===== config.mk =====
export PLATFORM = sky130hd
export DESIGN_NAME = dmem_controller
export DESIGN_NICKNAME = d
export VERILOG_FILES = /design/src/rtl/dmem_controller.sv
export SDC_FILE = /design/constraint.sdc
export NUM_CORES = 2
export LEC_CHECK = 0
export CAP_MARGIN = 30
export CORE_ASPECT_RATIO = 0.8
export CORE_UTILIZATION = 29
export DETAILED_ROUTE_END_ITERATION = 10
export GPL_ROUTABILITY_DRIVEN = 0
export PLACE_DENSITY = 0.49
export REMOVE_ABC_BUFFERS = 1
export SYNTH_ARGS = -nofsm -noshare
export SYNTH_HDL_FRONTEND = slang
export SYNTH_SLANG_ARGS = --single-unit

===== constraint.sdc =====
create_clock -name clk -period 9.12 [get_ports clk]
set_input_delay 0.912 -clock clk [delete_from_list [all_inputs] [get_ports clk]]
set_output_delay 0.912 -clock clk [all_outputs]
set_load 0.02 [all_outputs]

===== src/rtl/dmem_controller.sv =====
// Data-memory controller for the MEM stage: word-organised RAM with byte/halfword/word
// access, sign/zero extension, configurable wait states and a pipeline freeze request.
module dmem_controller #(
   parameter int unsigned DEPTH       = 64,
   parameter int unsigned BASE_ADDR   = 1024,
   parameter int unsigned WAIT_STATES = 0
) (
   input  logic        clk,
   input  logic        rst,
   input  logic        memRead,
   input  logic        memWrite,
   input  logic [1:0]  memSize,
   input  logic        memSigned,
   input  logic [31:0] address,
   input  logic [31:0] data,
   output logic [31:0] memResult,
   output logic        ready,
   output logic        freeze,
   output logic        err
);

   localparam int AW = (DEPTH > 1) ? $clog2(DEPTH) : 1;

   typedef enum logic [1:0] {IDLE, ACCESS, DONE} state_t;

   state_t      state_q, state_d;
   logic [3:0]  cnt_q, cnt_d;
   logic        wr_q;
   logic [1:0]  size_q;
   logic        sgn_q;
   logic [31:0] addr_q;
   logic [31:0] data_q;
   logic [31:0] res_q;
   logic        ready_q;
   logic        err_q;
   logic [31:0] mem_q [DEPTH] = '{default: '0};

   logic          req;
   logic [31:0]   offs;
   logic [31:0]   index;
   logic [AW-1:0] widx;
   logic [1:0]    lane;
   logic          is_half;
   logic          is_word;
   logic          illegal;
   logic          do_access;

   // Pick the addressed byte/halfword/word out of a stored word and extend it to 32 bits.
   function automatic logic [31:0] extend_rd(input logic [31:0] word, input logic [1:0] ln,
                                             input logic [1:0] sz, input logic sgn);
      logic [31:0] w;
      logic [31:0] r;
      w = word >> {ln, 3'b000};
      case (sz)
         2'b00:   r = sgn ? {{24{w[7]}}, w[7:0]} : {24'b0, w[7:0]};
         2'b01:   r = sgn ? {{16{w[15]}}, w[15:0]} : {16'b0, w[15:0]};
         default: r = word;
      endcase
      return r;
   endfunction

   // Merge the active low bytes of the write data into the stored word at the given lane.
   function automatic logic [31:0] merge_wr(input logic [31:0] old, input logic [31:0] wdata,
                                            input logic [1:0] ln, input logic [1:0] sz);
      logic [3:0]  be;
      logic [31:0] wsh;
      logic [31:0] r;
      case (sz)
         2'b00:   be = 4'b0001 << ln;
         2'b01:   be = 4'b0011 << ln;
         default: be = 4'b1111;
      endcase
      wsh = wdata << {ln, 3'b000};
      for (int b = 0; b < 4; b++) begin
         r[b*8 +: 8] = be[b] ? wsh[b*8 +: 8] : old[b*8 +: 8];
      end
      return r;
   endfunction

   assign req       = memRead | memWrite;
   assign offs      = addr_q - 32'(BASE_ADDR);
   assign index     = offs >> 2;
   assign widx      = index[AW-1:0];
   assign lane      = addr_q[1:0];
   assign is_half   = (size_q == 2'b01);
   assign is_word   = size_q[1];
   assign illegal   = (addr_q < 32'(BASE_ADDR)) || (index >= 32'(DEPTH)) ||
                      (is_half && addr_q[0]) || (is_word && (lane != 2'b00));
   assign do_access = (state_q == ACCESS) && (cnt_q == 4'd0);

   always_comb begin
      state_d = state_q;
      cnt_d   = cnt_q;
      freeze  = 1'b0;
      case (state_q)
         IDLE: begin
            if (req) begin
               freeze  = 1'b1;
               state_d = ACCESS;
               cnt_d   = 4'(WAIT_STATES);
            end
         end
         ACCESS: begin
            freeze = 1'b1;
            if (cnt_q != 4'd0) cnt_d = cnt_q - 4'd1;
            else               state_d = DONE;
         end
         DONE:    state_d = IDLE;
         default: state_d = IDLE;
      endcase
   end

   always_ff @(posedge clk) begin
      if (rst) begin
         state_q <= IDLE;
         cnt_q   <= 4'd0;
         res_q   <= 32'd0;
         ready_q <= 1'b0;
         err_q   <= 1'b0;
      end else begin
         state_q <= state_d;
         cnt_q   <= cnt_d;
         ready_q <= do_access;
         err_q   <= do_access && illegal;
         if (do_access && !wr_q) begin
            res_q <= illegal ? 32'd0 : extend_rd(mem_q[widx], lane, size_q, sgn_q);
         end
      end
   end

   // Request latch: only loaded when a request is accepted out of IDLE.
   always_ff @(posedge clk) begin
      if (state_q == IDLE && req) begin
         wr_q   <= memWrite;
         size_q <= memSize;
         sgn_q  <= memSigned;
         addr_q <= address;
         data_q <= data;
      end
   end

   always_ff @(posedge clk) begin
      if (!rst && do_access && wr_q && !illegal) begin
         mem_q[widx] <= merge_wr(mem_q[widx], data_q, lane, size_q);
      end
   end

   assign memResult = res_q;
   assign ready     = ready_q;
   assign err       = err_q;

endmodule


==> metrics.md <==
| Metric | Value |
|---|---|
| Routed len/inst | 37.83 um |
| Layout area overhead | 16.93% |
| Run status | finished clean |
| Critical Path RT | 9.68 ns |
| Row cnt | 175 |
| Worst Path Max Fanout | 64 |
| Setup TNS | 0 ns |
| Vias per inst | a little under 6 |
| Die Y | 481.6 um |
| Top Ports | between 100 and 150 |
| Sink count of the clock tree | 2156 |
| Fillers | 27.05k |
| Worst min-delay path class | reg -> reg |
| Clock skew | 0.06710 ns |
| Postcts setup bufs | 0 |
| Critical path type | reg -> reg |
| Combinational Power Share | between 20% and 30% |
| Number of CTS-inserted buffers | 214 |
| P_sw | 7.935 mW |
| Synth Register Bits | 2156 |
| Clock power frac | about a third |
| Hold WS | ~0.53 ns |
| Routed Wire Length | 335.3 mm |
| Switching Fraction | 30.64% |
| Final min period | 6.198 ns |
| H-tree depth | 4 |
| GRT Total Usage | 22.48% |
| Slew headroom | 21.03% |
| Post-synthesis cell area | 83370 sq um |
| # resized after CTS | 0 |
| Post-synth EDFFs | 2116 |
| Largest net degree at the start of global routing | between 90 and 100 |
| Root Buffer | clkbuf_16 |
| Sequential element share of the synthesized area | between 70% and 80% |
| Nature of the critical path endpoint | flip-flop |
| Initial Util | 29.24% |
| Nets | 4955 |
| Port buffer count | roughly 110 |
| Iter 0 DRT Violations | roughly 8.7k |
| Initial antenna violation count | 23 |
| Hold_buf cts | 0 |
| Share of layout cells above drive strength 1 | a little under a fifth |
| Synth cell types | 83 |
| DR pass1 iterations | 6 |
| Critical Path Start Type | flip-flop |
| First-pass GRT wire length | approximately 440 mm |
| CTS tree | yes |
| Die W | between 600 and 700 um |
| Synth area leader | edfxtp_1 |
| Leakage | just over 30 nW |
| Number of max-slew violations in the final report | 0 |
| Total global routing overflow | 0 |
| RSZ-0062 raised after global routing | false |
| Ratio of final minimum period to clock period | about two thirds |
| Final Hold Viols | 0 |
| Mapped Avg Cell Area | 18.04 sq um |
| Top cell type's share of synthesized area | 76.21% |
| Post-DP HPWL | ~200 mm |
| Ys async rst share | 0% |
| Top_reg_cell synth | edfxtp_1 |
| Measured slew at the worst slew-check pin | 1.179 ns |
| Sequential share of power | 46.6% |
| Total power | 25.89 mW |
| Yosys warnings | 0 |
| Clock Path Buffers | 4 |
| WP data arrival | about 6.8 ns |
| Internal power | 17.96 mW |
| Max-cap viol count | 0 |
| Via Count | 51.35k |
| Clk slew on worst S/H paths | around 0.07 ns |
| Synth area leaders | edfxtp_1 (76%), mux4_2 (2.8%), a22oi_1 (2.6%) |
| Antenna-violating nets left | 0 |
| Endpoints failing setup | 0 |
| Die Area | 289700 sq um |
| Max Fclk | 161.4 MHz |
| Post-route DRC | 0 |
| Maximum VDD drop | 0.1467 mV |
| CORE AREA | 285100 sq um |
| Synth Instances | roughly 4.6k |
| Worst-skew pair later-pin latency | 0.90 ns |
| Number of global-route vias before repair | ~48k |
| PwrDens | 265.6 nW/um^2 |
## cells in the final DEF, fill, tap and decap left out, drive strengths merged, types with 84 or more instances in the layout
| cell type | Yosys | final |
|---|---|---|
| a21oi | 87 | 87 |
| clkbuf | 125 | 283 |
| clkdlybuf4s50 | 0 | 105 |
| edfxtp | 2116 | 2116 |
| nor2 | 147 | 147 |
| mux2i | 166 | 166 |
| clkinv | 0 | 84 |
| a22oi | 288 | 288 |
| nand2 | 183 | 183 |
| a221oi | 147 | 147 |
| mux4 | 105 | 105 |
| buf | 213 | 275 |
| mux2 | 131 | 131 |
## layer usage
| metal | share of wire [%] | up-vias | track usage [%] |
|---|---|---|---|
| met5 | 0.068 | - | 0.3439 |
| met4 | 4.5 | 10 | 8.921 |
| met3 | 13 | 618 | 6.724 |
| met2 | 41 | 3588 | 31.84 |
| met1 | 41 | 27320 | 32.04 |
| li1 | - | 19820 | - |
## worst max-delay path, cell delays in order (launching register included)
cell       delay [ns]
edfxtp_1         1.03
buf_12           0.39
and3b_4          0.65
buf_4            0.69
a2111oi_0        0.35
a31oi_1          0.28
buf_4            0.14
or4_1            0.50
nor2_1           0.27
a21oi_4          0.73
buf_4            0.57
## through the flow
step           worst slack (ns)  instance area (sq um)  std cells  util (%)
3_5_place_dp              3.151                  90810       8462     31.86
3_3_place_gp              1.041                  90470       8435     31.73
5_1_grt                   2.950                  97470       8857     34.19
4_1_cts                   3.113                  97390       8848     34.16
6_report                  2.922                  97490       8863     34.20
2_1_floorplan            -11.81                  81710       4284         -
## cell type report
type	count	area (sq um)	area share [%]
Antenna cell	6	15.01	0.01540
Clock buffer	281	5679	5.825
Clock inverter	105	897.1	0.9202
Inverter	13	55.05	0.05647
Multi-Input combinational cell	2115	18290	18.76
Sequential cell	2156	64340	66.00
Tap cell	3805	4761	4.883
Timing Repair Buffer	382	3447	3.536
## Yosys cell counts, drive strengths merged (18+ instances only)
cell     instances
a2111oi         26
a211oi          28
a21oi           87
a221o           53
a221oi         147
a22o            71
a22oi          288
a31oi           64
a41oi           21
and4            23
and4b           22
buf            213
clkbuf         125
dfxtp           40
edfxtp        2116
mux2           131
mux2i          166
mux4           105
nand2          183
nand2b          25
nand4           21
nor2           147
nor3            21
nor4b           18
nor4bb          19
o21ai           69
o22ai           65
o2bb2ai         27
## flip-flops by register name (all words and copies together) (netlist names)
register and flops:
err 1, data_q 32, state_q 2, memResult 32, sgn_q 1, addr_q 32
mem_q 2048, size_q 2, cnt_q 4, ready 1, wr_q 1
## power groups by stage
stage | Combinational, mW | Clock [mW] | Sequential (mW)
floorplan | 2.26 | 0 | 12.6
global placement | 4.86 | 0 | 12.3
detailed placement | 5.00 | 0 | 12.3
CTS | 5.00 | 8.68 | 12.1
global route | 5.25 | 9.03 | 12.1
finish | 5.20 | 8.63 | 12.1
## kinds of logic (layout without fill, tap and decap cells)
group / Yosys count / after routing / synth area share, %
flip-flops: 2156 / 2156 / 77.17
AO/OA/AOI/OAI: 1097 / 1097 / 10.10
AND/OR/NAND/NOR: 611 / 611 / 4.010
multiplexers: 402 / 402 / 6.599
buffers and inverters: 351 / 781 / 2.056
XOR/XNOR: 3 / 3 / 0.03152
adder cells (fa/ha/maj): 2 / 2 / 0.03001
other: 0 / 6 / 0
## worst paths after layout
kind / start / to / slack, ns / cells after the start
setup / recovery: addr_q[3]$_DFFE_PP_ / mem_q[60][18]$_DFFE_PP_ / 2.92 / 10
hold / removal: memResult[16]$_SDFFE_PP0P_ / memResult[16]$_SDFFE_PP0P_ / 0.53 / 2
setup reg to reg: addr_q[3]$_DFFE_PP_ / mem_q[60][18]$_DFFE_PP_ / 2.92 / 10
hold reg to reg: memResult[16]$_SDFFE_PP0P_ / memResult[16]$_SDFFE_PP0P_ / 0.53 / 2
No activity file was read; power rests on OpenSTA's default activity.
